## src/rtl/pwm_gen_multi.sv

```systemverilog
// -----------------------------------------------------------------------------
// pwm_gen_multi
//
// Multi-channel PWM generator with one shared frame counter. Each channel
// owns N_PULSE programmable windows (offset + duration), and the channel
// output is the OR of its windows. Period, offsets and durations are written
// into a staging set and become active together at a frame boundary. If the
// generator is idle, the staged set becomes active on the next clock instead.
//
// Ports
//   clk_in       system clock; all state changes on its rising edge
//   rst_in       asynchronous, active-high reset
//   en           run enable; low holds the counter at 0 and forces outputs low
//   period       frame length in clk_in cycles (staged value)
//   offset_bus   window offsets, window k of channel c at
//                [(c*N_PULSE+k)*WIDTH +: WIDTH]
//   duty_bus     window durations, packed the same way as offset_bus
//   load_req     one-cycle request to stage period/offset_bus/duty_bus
//   load_ack     one-cycle pulse in the first cycle a staged set is active
//   pwm_out      registered channel outputs, bit c = channel c
//   frame_start  registered pulse aligned with the pwm_out sample for cnt = 0
//   cfg_err      high while the active period is below 2
// -----------------------------------------------------------------------------
module pwm_gen_multi #(
    parameter int WIDTH   = 13,
    parameter int N_CH    = 3,
    parameter int N_PULSE = 2
) (
    input  logic                            clk_in,
    input  logic                            rst_in,
    input  logic                            en,
    input  logic [WIDTH-1:0]                period,
    input  logic [N_CH*N_PULSE*WIDTH-1:0]   offset_bus,
    input  logic [N_CH*N_PULSE*WIDTH-1:0]   duty_bus,
    input  logic                            load_req,
    output logic                            load_ack,
    output logic [N_CH-1:0]                 pwm_out,
    output logic                            frame_start,
    output logic                            cfg_err
);

    localparam int N_WIN = N_CH * N_PULSE;
    localparam int BUS_W = N_WIN * WIDTH;

    localparam logic [WIDTH-1:0] PERIOD_MIN = WIDTH'(2);
    localparam logic [WIDTH-1:0] ONE        = WIDTH'(1);

    // ------------------------------------------------------------------
    // State
    // ------------------------------------------------------------------
    logic [WIDTH-1:0] cnt_reg;
    logic [WIDTH-1:0] cnt_next;

    // Active configuration: what the windows are evaluated against.
    logic [WIDTH-1:0] act_period_reg;
    logic [BUS_W-1:0] act_offset_reg;
    logic [BUS_W-1:0] act_duty_reg;

    // Staging configuration: the latest write, waiting for a safe point.
    logic [WIDTH-1:0] stg_period_reg;
    logic [BUS_W-1:0] stg_offset_reg;
    logic [BUS_W-1:0] stg_duty_reg;
    logic             pending_reg;

    // ------------------------------------------------------------------
    // Control
    // ------------------------------------------------------------------
    logic             running;
    logic             wrap;
    logic             apply;
    logic [N_WIN-1:0] win_on;
    logic [N_CH-1:0]  pwm_next;

    // A period of 0 or 1 cannot form a frame, so it behaves like en = 0.
    assign running = en && (act_period_reg >= PERIOD_MIN);

    // The >= (rather than ==) keeps the counter inside the frame even if it
    // were ever out of range. The active period only changes at a wrap or
    // while the counter is held at 0, so this is purely defensive.
    assign wrap = running && (cnt_reg >= (act_period_reg - ONE));

    // The staged set becomes active only at a frame boundary while running,
    // or right away while idle. A load_req in the apply cycle writes the new
    // values into staging after the old staged set has been copied to active.
    // That newer set then waits for the following boundary.
    assign apply = pending_reg && (!running || wrap);

    assign cfg_err = (act_period_reg < PERIOD_MIN);

    always_comb begin
        cnt_next = cnt_reg + ONE;
        if (!running || wrap) begin
            cnt_next = '0;
        end
    end

    // ------------------------------------------------------------------
    // Window evaluation. All window arithmetic is WIDTH+1 bits wide, so
    // offset + duration cannot overflow.
    // ------------------------------------------------------------------
    logic [WIDTH:0] per_x;
    logic [WIDTH:0] cnt_x;

    assign per_x = {1'b0, act_period_reg};
    assign cnt_x = {1'b0, cnt_reg};

    genvar gi;
    generate
        for (gi = 0; gi < N_WIN; gi++) begin : g_win
            logic [WIDTH:0] off_x;
            logic [WIDTH:0] dur_x;
            logic [WIDTH:0] end_x;
            logic           in_main;
            logic           in_wrap;

            assign off_x = {1'b0, act_offset_reg[gi*WIDTH +: WIDTH]};
            assign dur_x = {1'b0, act_duty_reg[gi*WIDTH +: WIDTH]};
            assign end_x = off_x + dur_x;

            // Part of the window that lies inside the frame from the offset.
            assign in_main = (cnt_x >= off_x) && (cnt_x < end_x);
            // Part of the window that runs past the frame end and continues
            // at the start of the next frame.
            assign in_wrap = (end_x > per_x) && (cnt_x < (end_x - per_x));

            // Degenerate cases are checked first. A zero duration or an
            // offset outside the frame means off. A duration covering the
            // whole frame means on.
            assign win_on[gi] = (dur_x == '0 || off_x >= per_x) ? 1'b0 :
                                (dur_x >= per_x)                 ? 1'b1 :
                                (in_main || in_wrap);
        end

        for (gi = 0; gi < N_CH; gi++) begin : g_ch
            assign pwm_next[gi] = |win_on[gi*N_PULSE +: N_PULSE];
        end
    endgenerate

    // ------------------------------------------------------------------
    // Frame counter and registered outputs
    // ------------------------------------------------------------------
    always_ff @(posedge clk_in or posedge rst_in) begin
        if (rst_in) begin
            cnt_reg     <= '0;
            pwm_out     <= '0;
            frame_start <= 1'b0;
            load_ack    <= 1'b0;
        end else begin
            cnt_reg     <= cnt_next;
            // The outputs show the window state for the cnt value of the
            // previous cycle, so frame_start lines up with the cnt = 0 sample.
            pwm_out     <= running ? pwm_next : '0;
            frame_start <= running && (cnt_reg == '0);
            load_ack    <= apply;
        end
    end

    // ------------------------------------------------------------------
    // Active configuration
    // ------------------------------------------------------------------
    always_ff @(posedge clk_in or posedge rst_in) begin
        if (rst_in) begin
            act_period_reg <= '0;
            act_offset_reg <= '0;
            act_duty_reg   <= '0;
        end else if (apply) begin
            act_period_reg <= stg_period_reg;
            act_offset_reg <= stg_offset_reg;
            act_duty_reg   <= stg_duty_reg;
        end
    end

    // ------------------------------------------------------------------
    // Staging configuration. The last write before the apply point wins.
    // ------------------------------------------------------------------
    always_ff @(posedge clk_in or posedge rst_in) begin
        if (rst_in) begin
            stg_period_reg <= '0;
            stg_offset_reg <= '0;
            stg_duty_reg   <= '0;
            pending_reg    <= 1'b0;
        end else begin
            if (load_req) begin
                stg_period_reg <= period;
                stg_offset_reg <= offset_bus;
                stg_duty_reg   <= duty_bus;
                pending_reg    <= 1'b1;
            end else if (apply) begin
                pending_reg    <= 1'b0;
            end
        end
    end

endmodule

```

## config.mk

```make
export PLATFORM = sky130hd
export DESIGN_NAME = pwm_gen_multi
export DESIGN_NICKNAME = d
export VERILOG_FILES = /design/src/rtl/pwm_gen_multi.sv
export SDC_FILE = /design/constraint.sdc
export NUM_CORES = 1
export LEC_CHECK = 0
export CAP_MARGIN = 20
export CORE_ASPECT_RATIO = 1.2
export CORE_MARGIN = 4
export CORE_UTILIZATION = 45
export DETAILED_ROUTE_END_ITERATION = 12
export HOLD_SLACK_MARGIN = 0.08
export PLACE_DENSITY = 0.69
export SETUP_SLACK_MARGIN = 0.15
export SLEW_MARGIN = 20
export SYNTH_ARGS = -nofsm -noshare
export SYNTH_HDL_FRONTEND = slang
export SYNTH_SLANG_ARGS = --single-unit
```

## constraint.sdc

```tcl
create_clock -name clk_in -period 37.5 [get_ports clk_in]
set_input_delay 7.5 -clock clk_in [delete_from_list [all_inputs] [get_ports clk_in]]
set_output_delay 7.5 -clock clk_in [all_outputs]
set_load 0.005 [all_outputs]
```

# Yosys cells after proc, flatten, opt, wreduce, memory -nomap -nowiden
# Cells that the tools add are included.
# Widths: inputs -> output; s select.
dict set report classes {
  n_addsub 14
  mux 16
  magnitude_cmp 39
  reduce_logical 41
}
# operator count
set op_table {}
lappend op_table {{$ge 13x13->1} 19}
lappend op_table {{$lt 13x14->1} 12}
lappend op_table {{$add 13x13->14} 6}
lappend op_table {{$gt 14x13->1} 6}
lappend op_table {{$logic_not 14->1} 6}
lappend op_table {{$sub 14x13->14} 6}
lappend op_table {{$logic_and 1x1->1} 16}
lappend op_table {{$mux 1} 14}
lappend op_table {{$add 13x1->13 const B} 1}
lappend op_table {{$ge 13x2->1 const B} 1}
lappend op_table {{$logic_not 13->1} 1}
lappend op_table {{$logic_or 1x1->1} 13}
lappend op_table {{$lt 13x2->1 const B} 1}
lappend op_table {{$mux 13} 1}
lappend op_table {{$sub 13x1->13 const B} 1}
lappend op_table {{$reduce_or 2->1} 3}
lappend op_table {{$mux 3} 1}
lappend op_table {{$reduce_bool 2->1} 1}
lappend op_table {{$logic_not 1->1} 1}
dict set report word_totals {
  ff_bits 357
  elab_cells 121
}

# Depth between registers and ports, before layout
dict set report depth {
  word_depth 9
  mapped_depth 27
  mapped_depth_nobuf 27
}

# Worst setup path before layout
# No wires, ideal clock.
dict set report synth_path {
  path_type {input-to-reg}
  from {in en}
  to {reg act_duty_reg[0]}
  setup_slack_ps 28474
  setup_ps 125
  arrival_time_ps 8901
  stages 6
  cell_sequence {o41ai_4 > a2111o_1 > o21ai_4 > buf_6 > buf_8 > mux2_4}
}
dict set report synth_between {
  elab_chain_len 4
}
# item line
set synth_lines {}
lappend synth_lines {{start, declared} 31} ;# input logic en,
lappend synth_lines {{$logic_and 1x1->1 *} 75} ;# assign running = en && (act_period_reg >= PERIOD_MIN);
lappend synth_lines {{$logic_not 1->1 or $logic_and 1x1->1 (tied branches)} {86, 80}}
lappend synth_lines {{$logic_or 1x1->1 *} 86} ;# assign apply = pending_reg && (!running || wrap);
lappend synth_lines {{$logic_and 1x1->1 *} 86}
lappend synth_lines {{end signal, assigned} 169} ;# act_duty_reg <= stg_duty_reg;
lappend synth_lines {{end, declared} 57} ;# logic [BUS_W-1:0] act_duty_reg;
# Every way passes the cells marked *; elsewhere a longest branch is shown, timed or not.
# A chain may end at the register's enable or synchronous reset.

# Worst setup path after layout
dict set report layout_path {
  from {in en}
  to {reg act_offset_reg[31]}
}
dict set report layout_between {
  elab_chain_len 4
}
# item line
set layout_lines {}
lappend layout_lines {{$logic_and 1x1->1 *} 75}
lappend layout_lines {{$logic_not 1->1 or $logic_and 1x1->1 (tied branches)} {86, 80}}
lappend layout_lines {{$logic_or 1x1->1 *} 86}
lappend layout_lines {{$logic_and 1x1->1 *} 86}
lappend layout_lines {{end signal, assigned} 168} ;# act_offset_reg <= stg_offset_reg;
lappend layout_lines {{end, declared} 56} ;# logic [BUS_W-1:0] act_offset_reg;
# Marks and branches as above.

==> parameters.txt <==
Parameter                              Value

Critical path
  Crit-path most repeated cell ... buf_4
  Endpoint class of the critical path ... flop
  Classification of the worst setup path ... in -> reg
  R2R depth ... 24
  Number of logic stages on the critical path including buffering ... 8
  Slowest stage cell, crit path ... buf_4
  Critical path startpoint category ... primary input
  Required time of the critical path ... 37.94 ns
  Data arrival time of the critical path ... 10.84 ns
  Ordered cell list for the critical path ... clkdlybuf4s50_1, o41ai_4, buf_4, a2111o_1, o21ai_4, buf_4, buf_4, mux2_2
  Family with the most delay on the worst path ... buffers and inverters
  Count of buffer and inverter cells on the critical path ... 4
  Top fanout value on the critical path ... 63
  Maximum single-stage delay on the critical path ... 0.82 ns

STA
  Final setup skew ... 0.02149 ns
  Post-Route Setup TNS ... 0 ns
  Final slew viol count ... 0
  Hold slack ... 0.4864 ns
  Worst relative slew slack ... 26.62%
  Final critical delay including setup and external delays ... 10.41 ns
  Maximum operating frequency ... 0.09610 GHz
  Number of setup violations in the final report ... 0
  Hold Fails Final Rpt ... 0
  Unrepaired setup endpoints after global routing ... no
  Final worst-path cycle share ... 27.75%
  Transition time at the pin with the least slew margin ... 1.101 ns

Status
  Run status ... complete, no violations

Synth
  Largest cells by area after synthesis ... dfrtp_1 31%, ha_1 24%, mux2_2 9.3%
  FFs w/ async S/R, synth ... 100.0%
  Number of enable-type register cells in the synthesized netlist ... 0
  Net count after synthesis ... 3,539
  Sequential-to-total area share from yosys stat ... 30.61%
  Unique cell type count in the Yosys netlist ... 76
  Library cell occupying the most area in the post-synthesis netlist ... dfrtp_1
  Number of storage elements in the synthesis netlist ... 357
  Synthesized area ... 29,190 um2
  Portion of synthesized cell area occupied by the leading cell type ... 30.61%
  Count of synthesis-stage warnings from yosys ... 0
  Instance count of the mapped netlist ... 2,803
  Most common flop cell mapped by yosys ... dfrtp_1
  Synth Area per Inst ... 10.41 um2

Clock tree
  Clock H-tree levels ... 2
  CTS tree ... yes
  Cell chosen for the clock root ... clkbuf_16
  Post-CTS Setup Bufs ... 0
  Post-CTS Resized ... 0
  Number of sinks on the clock net ... 357
  Clock transition at the registers of the reported paths ... 0.06 ns
  CTS buffer count ... 39
  Latest clock arrival within the worst-skew pair ... 0.57 ns
  CTS Hold Buffers Added ... 0
  Maximum count of clock buffers along a single path ... 3

Global route
  Remaining Overflow, GRT ... 0
  Global-route wire length before repair ... 127,700 um
  Via count of the first global-routing pass ... 23,487
  Initial antenna violation count ... 0
  Pin count of the biggest net entering global routing ... 108
  Overall fraction of global-route tracks in use ... 23.15%

Die
  Number of primary I/O pins ... 179
  Vertical die dimension ... 287.0 um
  Overall die area ... 69,020 um2
  Initial core utilization ... 45.29%
  Die X-Extent ... 240.5 um
  Core footprint ... 64,450 um2
  Floorplan row count ... 102

Placement
  Final estimated routing congestion in global placement ... 0.9198
  Port Buffers ... 178
  Placed wire-length estimate ... 58,530 um
  Standard cell area after detailed placement ... 32,020 um2

Final layout
  Design Area, Final ... 33,340 um2
  Commonest cells after routing, fill and taps aside ... 551 x ha_1, 357 x dfrtp_1, 240 x mux2_2, 195 x inv_1, 177 x clkdlybuf4s50_1
  Core occupancy in the finished layout ... 51.74%
  Leading cell type in the layout, fill and taps excluded ... ha_1
  Layout Nets ... 3,754
  Relative area change from synthesis to final layout ... 14.23%
  Share of post-route cells with drive strength above 1 ... 12.20%
  Number of antenna repair diodes ... 0
  Fill cell count ... 5,635

Worst hold path
  Classification of the worst-slack hold path ... reg -> reg
  Number of cells on the worst hold path ... 1

Drt
  Total DRC errors in the routed layout ... 0
  Post-detailed-route wirelength per cell ... 20.75 um
  Violation count after the first detailed-routing iteration ... 1,460
  Routed vias ... 22,774
  Number of vias per cell ... 5.870
  1st-pass router iterations ... 5
  Number of antenna-violating nets in the routed design ... 0
  Total wire length ... 80,500 um

Pwr
  Maximum ir drop on the vdd rail ... 0.03552 mV
  Pleak ... 0.01604 uW
  Power density cells ... 71.96 nW/um2

Run
  Max-cap violation count ... 0
-- power breakdown --
group / total, uW / switching [uW] / internal, uW
Combinational: 1480 / 814 / 668
Clock: 399 / 167 / 232
Sequential: 518 / 74.7 / 443
Total: 2400 / 1060 / 1340
-- path summary, 6_finish.rpt --
check                                    from                  to  slack, ns
hold reg to reg              stg_duty_reg[54]    act_duty_reg[54]       0.49
max in group asynchronous              rst_in    stg_duty_reg[46]      27.97
hold / removal               stg_duty_reg[54]    act_duty_reg[54]       0.49
setup reg to reg           act_offset_reg[26]          pwm_out[1]      31.66
min in group asynchronous              rst_in    act_duty_reg[61]       7.39
setup / recovery                           en  act_offset_reg[31]      27.09
-- stage by stage --
step / worst slack, ns / cells / total power, uW
floorplan: 20.09 / 2803 / 1623
global placement: 26.54 / 3809 / 1916
detailed placement: 26.49 / 3809 / 1980
CTS: 27.08 / 3880 / 2393
global route: 26.96 / 3880 / 2627
finish: 27.09 / 3880 / 2399
-- per-layer routing --
metal | part of all wire (%) | GRT usage (%) | vias up
met5 | 0 | 0 | -
met4 | 3.9 | 8.270 | 0
met3 | 5.7 | 3.253 | 188
met2 | 47 | 38.64 | 633
met1 | 44 | 30.75 | 11099
li1 | - | - | 10854
-- Yosys cell counts, types with 14 or more instances --
cell / instances
a2111oi_0: 15
a211oi_1: 28
a21o_1: 97
a21oi_1: 174
a31oi_1: 20
and3_1: 14
and4_1: 14
clkbuf_1: 23
dfrtp_1: 357
ha_1: 551
inv_1: 196
mux2_1: 90
mux2_2: 240
nand2_1: 86
nand2b_1: 43
nand3_1: 56
nand4_1: 38
nor2_1: 111
nor2b_1: 47
nor3_1: 51
nor4_1: 23
o2111ai_1: 17
o211ai_1: 22
o21a_1: 40
o21ai_0: 109
o21bai_1: 20
or3_1: 16
xnor2_1: 90
xor2_1: 62
-- final cells by class --
class	instances	area (um2)	share of cell area (%)
Clock buffer	52	1115	3.343
Clock inverter	19	209.0	0.6267
Inverter	196	743.2	2.229
Multi-Input combinational cell	2209	19240	57.69
Sequential cell	357	8934	26.79
Tap cell	832	1041	3.122
Timing Repair Buffer	215	2064	6.192
-- worst reg2reg max path: cells and delay by family, from the launching register on --
kind	cells	cell delay, ns
AO/OA/AOI/OAI	13	2.41
XOR/XNOR	2	0.33
AND/OR/NAND/NOR	4	1.07
flip-flops	1	0.43
adder cells (fa/ha/maj)	4	1.23
multiplexers	1	0.27
-- cells by family after synthesis --
| kind of cell | Yosys count | share of synthesized area, % |
|---|---|---|
| xor gates and xnor gates | 152 | 4.561 |
| muxes | 341 | 13.26 |
| and+or+nand+nor | 527 | 9.413 |
| DFF | 357 | 30.61 |
| AOI/OAI and AO/OA | 626 | 14.23 |
| adders and majority gates | 563 | 24.44 |
| buffers and inverters | 237 | 3.489 |
Note: power is estimated with default switching activity, not from simulation.
